`src/rtl/grad_scan_ctrl.sv`:
```
// Raster-scan sequencer for the gradient unit: issues one source read per enabled
// cycle, tracks the read + unit latency and hands address/border to the result writer.
module grad_scan_ctrl #(
  parameter int IMG_W  = 64,
  parameter int IMG_H  = 64,
  parameter int ADDR_W = 12,
  parameter int LAT    = 1
) (
  input  logic              clk,
  input  logic              rst,
  input  logic              start,
  input  logic              out_ready,
  output logic              busy,
  output logic              done,
  output logic              rd_en,
  output logic [ADDR_W-1:0] rd_addr,
  output logic              unit_en,
  output logic              wr_en,
  output logic [ADDR_W-1:0] wr_addr,
  output logic              wr_border
);
  // Issue-to-write delay is 1 (buffer read) + LAT, so the tail sits at index LAT.
  localparam int STAGES = LAT;
  localparam int NPIX   = IMG_W * IMG_H;
  localparam int CW     = (IMG_W > 1) ? $clog2(IMG_W) : 1;
  localparam int RW     = (IMG_H > 1) ? $clog2(IMG_H) : 1;
  localparam logic [CW-1:0]     COL_LAST  = CW'(IMG_W - 1);
  localparam logic [RW-1:0]     ROW_LAST  = RW'(IMG_H - 1);
  localparam logic [ADDR_W-1:0] ADDR_LAST = ADDR_W'(NPIX - 1);

  typedef enum logic [1:0] {S_IDLE, S_RUN, S_DRAIN, S_DONE} state_t;

  typedef struct packed {
    logic [ADDR_W-1:0] addr;
    logic              border;
  } pix_t;

  state_t            state;
  logic [CW-1:0]     col;
  logic [RW-1:0]     row;
  logic [ADDR_W-1:0] lin;
  logic [STAGES:0]   vld_pipe;
  pix_t [STAGES:0]   pix_pipe;

  logic issue, border, last_pix, pipe_drained;

  assign issue    = (state == S_RUN) & out_ready;
  assign border   = (col == '0) | (col == COL_LAST) | (row == '0) | (row == ROW_LAST);
  assign last_pix = (lin == ADDR_LAST);
  // True when no valid entry will remain after this edge (tail leaves only if written).
  assign pipe_drained = out_ready ? ~|vld_pipe[STAGES-1:0] : ~|vld_pipe;

  assign rd_en     = issue;
  assign rd_addr   = lin;
  assign unit_en   = out_ready;
  assign wr_en     = vld_pipe[STAGES] & out_ready;
  assign wr_addr   = pix_pipe[STAGES].addr;
  assign wr_border = pix_pipe[STAGES].border;

  always_ff @(posedge clk or negedge rst) begin
    if (!rst) begin
      state <= S_IDLE;
      col   <= '0;
      row   <= '0;
      lin   <= '0;
      busy  <= 1'b0;
      done  <= 1'b0;
    end else begin
      case (state)
        S_IDLE: if (start) begin
          state <= S_RUN;
          busy  <= 1'b1;
          col   <= '0;
          row   <= '0;
          lin   <= '0;
        end
        S_RUN: if (out_ready) begin
          // Counters park on the last pixel so rd_addr never wraps past the frame.
          if (last_pix) begin
            state <= S_DRAIN;
          end else begin
            lin <= lin + 1'b1;
            if (col == COL_LAST) begin
              col <= '0;
              row <= row + 1'b1;
            end else begin
              col <= col + 1'b1;
            end
          end
        end
        S_DRAIN: if (pipe_drained) begin
          state <= S_DONE;
          busy  <= 1'b0;
          done  <= 1'b1;
        end
        S_DONE: begin
          state <= S_IDLE;
          done  <= 1'b0;
        end
        default: state <= S_IDLE;
      endcase
    end
  end

  // Whole pipeline freezes with the writer; bubbles carry zeroed payload.
  always_ff @(posedge clk or negedge rst) begin
    if (!rst) begin
      vld_pipe <= '0;
      pix_pipe <= '0;
    end else if (out_ready) begin
      vld_pipe    <= {vld_pipe[STAGES-1:0], issue};
      pix_pipe[0] <= issue ? pix_t'{addr: lin, border: border} : pix_t'('0);
      for (int i = 1; i <= STAGES; i++) pix_pipe[i] <= pix_pipe[i-1];
    end
  end

endmodule
```
`config.mk`:
```
export PLATFORM = sky130hd
export DESIGN_NAME = grad_scan_ctrl
export DESIGN_NICKNAME = d
export VERILOG_FILES = /design/src/rtl/grad_scan_ctrl.sv
export SDC_FILE = /design/constraint.sdc
export NUM_CORES = 1
export LEC_CHECK = 0
export CORE_AREA = 3 3 86 88
export DETAILED_ROUTE_END_ITERATION = 7
export DIE_AREA = 0 0 89 91
export PLACE_DENSITY = 0.72
export SETUP_SLACK_MARGIN = 0.02
export SLEW_MARGIN = 10
export SYNTH_ARGS = -nofsm -noshare
export SYNTH_HDL_FRONTEND = slang
export SYNTH_SLANG_ARGS = --single-unit
export TNS_END_PERCENT = 30
```
`constraint.sdc`:
```
create_clock -name clk -period 2.4 [get_ports clk]
set_clock_uncertainty 0.15 [all_clocks]
set_input_delay 0.48 -clock clk [delete_from_list [all_inputs] [get_ports clk]]
set_output_delay 0.48 -clock clk [all_outputs]
set_load 0.01 [all_outputs]
```
Word level (Yosys, flattened, before mapping)
Index checks and enable logic that the tools add are counted.

word-level totals
  register bits = 56
  latch bits = 0
  RAM bits = 0
  bits in read-only memories = 0
  input bits = 4
  output and inout port bits = 30
  word-level logic and storage cells = 70
  memories = 0

operators by class
  add/subtract/negate cells = 3
  $mul = 0
  div/mod/pow operators = 0
  order comparisons = 0
  equality and inequality tests = 12
  shifts and indexed selects = 0
  muxes and demuxes = 25
  bitwise gates (word level) = 5
  reductions and logical operators = 14

operator list
  kind                                           count
  two-way mux 6 bit                              7
  two-way mux 12 bit                             3
  case mux 12 bit (2 select lines)               1
  case mux 6 bit (2 select lines)                2
  two-way mux 13 bit                             1
  adder 12 x 1 -> 12 bit, second input constant  1
  adder 6 x 1 -> 6 bit, second input constant    2
  == test 12 bit, second input constant          1
  == test 6 bit, second input constant           2
  logical NOT 6 bit                              2
  != test 2 bit, second input constant           5
  two-way mux 2 bit                              4
  case mux 2 bit (4 select lines)                1
  AND reduction 4 bit                            2
  nonzero test 2 bit                             3
  AND reduction 5 bit                            1
  == test 2 bit, second input constant           2
  two-way mux 1 bit                              4
  case mux 1 bit (2 select lines)                2
  bitwise OR 1 bit                               3
  AND reduction 3 bit                            1
  AND 1 bit                                      2
  == test 2 x 1 -> 1 bit, second input constant  1
  logical NOT 1 bit                              2
  4 further kinds                                4

Logic depth before layout (Yosys ltp)
  word-level depth = 5
  depth in mapped cells = 8
  mapped depth without buffers = 6

Least setup slack after synthesis
OpenSTA, ideal clock, no wires.

  path kind = register to register
  from = reg lin[0], in the netlist rd_addr[0]
  to = reg state[1]
  library setup time = 0.128 ns
  data arrival time = 1.909 ns
  required time = 2.122 ns
  slack = 0.213 ns
  cell stages (with the launch flop) = 6
  buffers on the path = 0
  clock period less this slack = 2.187 ns
  cell sequence = dfrtp_1 > ha_1 > nand3_4 > or4_4 > a211oi_2 > mux2_1

between the ends
  word-level cells in the longest chain between the ends = 3

RTL lines
  item                                  line  RTL
  start: declaration                    41    logic [ADDR_W-1:0] lin;
  start signal: assignment              82    lin <= lin + 1'b1;
  == test 12 bit                        49    assign last_pix = (lin == ADDR_LAST);
  != test 2 bit (no source line)        -
  AND reduction 4 bit (no source line)  -
  end signal: assignment                62    state <= S_IDLE;
  end signal: assignment                71    state <= S_RUN;
  end signal: assignment                80    state <= S_DRAIN;
  end: declaration                      38    state_t state;

No other way between the ends.
A chain may end at the register's enable or synchronous reset.

Worst setup path after layout
  from = reg state[1]
  to = reg col[0]

between the ends
  word-level cells in the longest chain between the ends = 3
  elaborated cells between the ends (all ways) = 8
  those cells by class = eq/ne: 4; mux: 1; reduce/logical: 3

RTL lines
  item                                                                         line  RTL
  == test 2 x 1 -> 1 bit / logical NOT 2 bit (equally long branches)           69    case (state)
  != test 2 bit (no source line) / nonzero test 2 bit (equally long branches)  -
  AND reduction 4 bit (no source line)                                         -
  end signal: assignment                                                       87    col <= col + 1'b1;
  end: declaration                                                             39    logic [CW-1:0] col;

Several ways; a longest one is shown, not always the timed one.

==> results_dict.tcl <==
set metrics [dict create \
    drive_gt1_share_pct 16.4 \
    worstSetupPathType "reg2reg" \
    rsz0062_at_grt "no" \
    crit_required_ps 2510 \
    dieArea_mm2 0.00810 \
    root_buffer "clkbuf_8" \
    netlist-cell-type-count 50 \
    initial_core_util_pct 44.3 \
    cts_tree "yes" \
    grt_max_degree 35 \
    cts_hold_buf 0 \
    crit_start "state[1]" \
    reg2reg_slack_ps 210 \
    ioPinCount 34 \
    tightestPinTransition_ps 573 \
    fin_crit_ps 2190 \
    synthMostInstantiatedCell "dfrtp_1" \
    num_vias 2352 \
    area_growth_pct 19.2 \
    ys_ff_latch 56 \
    cts_buffer_depth 2 \
    max_freq_ghz 0.457 \
    met1_usage_pct 22.8 \
    slew_violations 0 \
    rr_startpoint "state[1]" \
    synthArstFlopShare_pct 100 \
    cp-end-kind "flop" \
    multi_input_area_mm2 0.00133 \
    synth-seq-area-share_pct 47.0 \
    die_y_um 91 \
    hold_class "in2async" \
    finalCritPeriodShare_pct 91.1 \
    syn_area_per_cell_um2 9.90 \
    synth_top_area_cell "dfrtp_1" \
    antenna_found_initial 0 \
    layout.cells.non_filler 415 \
    synthFlopType "dfrtp_1" \
    synth_edf_count 0 \
    drt-pass1-iter-count 4 \
    first_iter_violations 176 \
    cts_sinks 56 \
    die_x_um 89 \
    wirelength_um 6140 \
    crit_arrival_ps 2290 \
    via_per_inst 5.67 \
    rr_worst_depth 7 \
    nets 347 \
    rows 30 \
    core_area_mm2 0.00672 \
    syn_area_mm2 0.00298 \
    design_area_mm2 0.00355 \
    register_area_mm2 0.00140 \
    cts_inserted_buffers 5 \
    placed_area_mm2 0.00345 \
    grt_pass1_wl_um 10500 \
    grt_use_met2_pct 23.9 \
    place.gp.congestion 0.799 \
    n_fill_cell 593 \
    hold_slack_ps -1.35 \
    postSynthCellCount 301 \
    n_antenna_cell 0 \
    cap_violations 0 \
    synth_nets 314 \
    htreeDepth 2 \
    synth_common_cells "dfrtp_1 (56), nand3_1 (30), o21ai_0 (29)" \
    gr-max-usage-layer "met2" \
    worstSkewPairLatency_ps 310 \
    use_met3_pct 2.54 \
    drc 0 \
    final_util_pct 52.9 \
    ys_top_cells_by_area "dfrtp_1 (47%), mux2_2 (5.3%), nand3_1 (5.0%)" \
    dp_cells 406 \
    status "finished with violations" \
    grt_overflow 0 \
    grt_pass1_vias 2244 \
    synth_top_area_share_pct 47.0 \
    violations "hold timing" \
    ys_warn_count 0 \
    start_kind "flop" \
    path_max_fanout 23 \
    power_density_mw_per_mm2 1100 \
    io_buffers 33 \
    ant_nets 0 \
    ir_worst_vdd_mv 0.452 \
    finalHoldViolCount 2 \
    grt_usage_pct 16.0 \
    relSlewSlack_pct 61.8 \
    reg2reg_to "col[0]" \
    clk_pin_slew_ps 100 \
    finalSetupViolations 0 \
    leakagePower_nw 1.56 \
    wl_per_cell_um 14.8 \
    dp_hpwl_um 4370 \
]
## logic make-up after synthesis
family / Yosys count / synth area share, %
compound gates: 69 / 15.8
fa+ha+maj: 9 / 3.78
buf+inv: 54 / 8.78
flops: 56 / 47.0
mux: 18 / 6.68
simple gates: 95 / 18.0
## cell usage in the layout, fill, tap and decap left out, types with 4 or more instances in the layout
master / instances
a21o_1: 4
buf_4: 22
and3_1: 5
nand3_1: 30
ha_1: 8
mux2_2: 14
o21ai_0: 29
nand4_1: 5
nor2_1: 6
nor4_1: 5
nand3b_1: 4
nor3_1: 6
dfrtp_1: 56
a22o_1: 4
inv_1: 21
o2bb2ai_1: 5
nand2b_1: 6
clkdlybuf4s50_1: 30
clkbuf_8: 5
nand2_1: 12
o211ai_1: 6
## how the worst max path moves through the flow
stage	cells after the start	endpoint	slack, ps
6_report	7	col[0]	210
5_1_grt	7	col[0]	50
4_1_cts	5	rd_en	40
3_5_place_dp	5	state[1]	-130
3_3_place_gp	5	state[1]	-80
2_1_floorplan	5	state[1]	210
## worst max-delay path, stage by stage (launching register included)
cell and delay [ps]:
dfrtp_1 410, inv_1 80, ha_2 210, buf_4 270
clkinv_1 210, buf_4 210, nor4_1 370, mux2_2 220
## through the flow
step | hold slack [ps] | TNS [ps] | total power [mW] | setup slack [ps]
floorplan | 34.4 | 0 | 2.55 | 213
global placement | 314 | -249 | 3.34 | -83.2
detailed placement | 317 | -688 | 3.39 | -128
CTS | 11.8 | 0 | 3.93 | 41.4
global route | 17.9 | 0 | 4.19 | 46.8
finish | -1.35 | 0 | 3.90 | 214
## report_power, final
group | total (mW) | internal (mW) | leakage (nW) | switching (mW)
registers | 1.51 | 1.23 | 0.757 | 0.276
clock network | 0.531 | 0.210 | 0.0485 | 0.320
logic | 1.87 | 0.950 | 0.756 | 0.917
## state kept, by name, summed over array words and instances (netlist names), 2 cells and up
| name | flops |
|---|---|
| col | 6 |
| pix_pipe | 13 |
| rd_addr | 12 |
| row | 6 |
| state | 2 |
| vld_pipe | 2 |
| wr_addr | 12 |
## final cells by class
cell class,count,share of cell area (%)
inverters,22,2.32
well taps,80,2.82
flip-flops and latches,56,39.5
multi-input cells,191,37.3
clock buffers,5,1.94
repair buffers,58,15.5
clock inverters,3,0.634
## timing repair
item                                    4_1_cts  5_1_grt
setup buffers                                 0        1
gates resized for setup                       2        1
endpoints found under the setup margin        2        1
## routing by layer
layer / vias to the layer above / wire (um)
li1: 1146 / -
met5: - / 0
met3: 13 / 280
met2: 59 / 2800
met4: 0 / 165
met1: 1134 / 2900
Power figures use the tool's default switching activity.
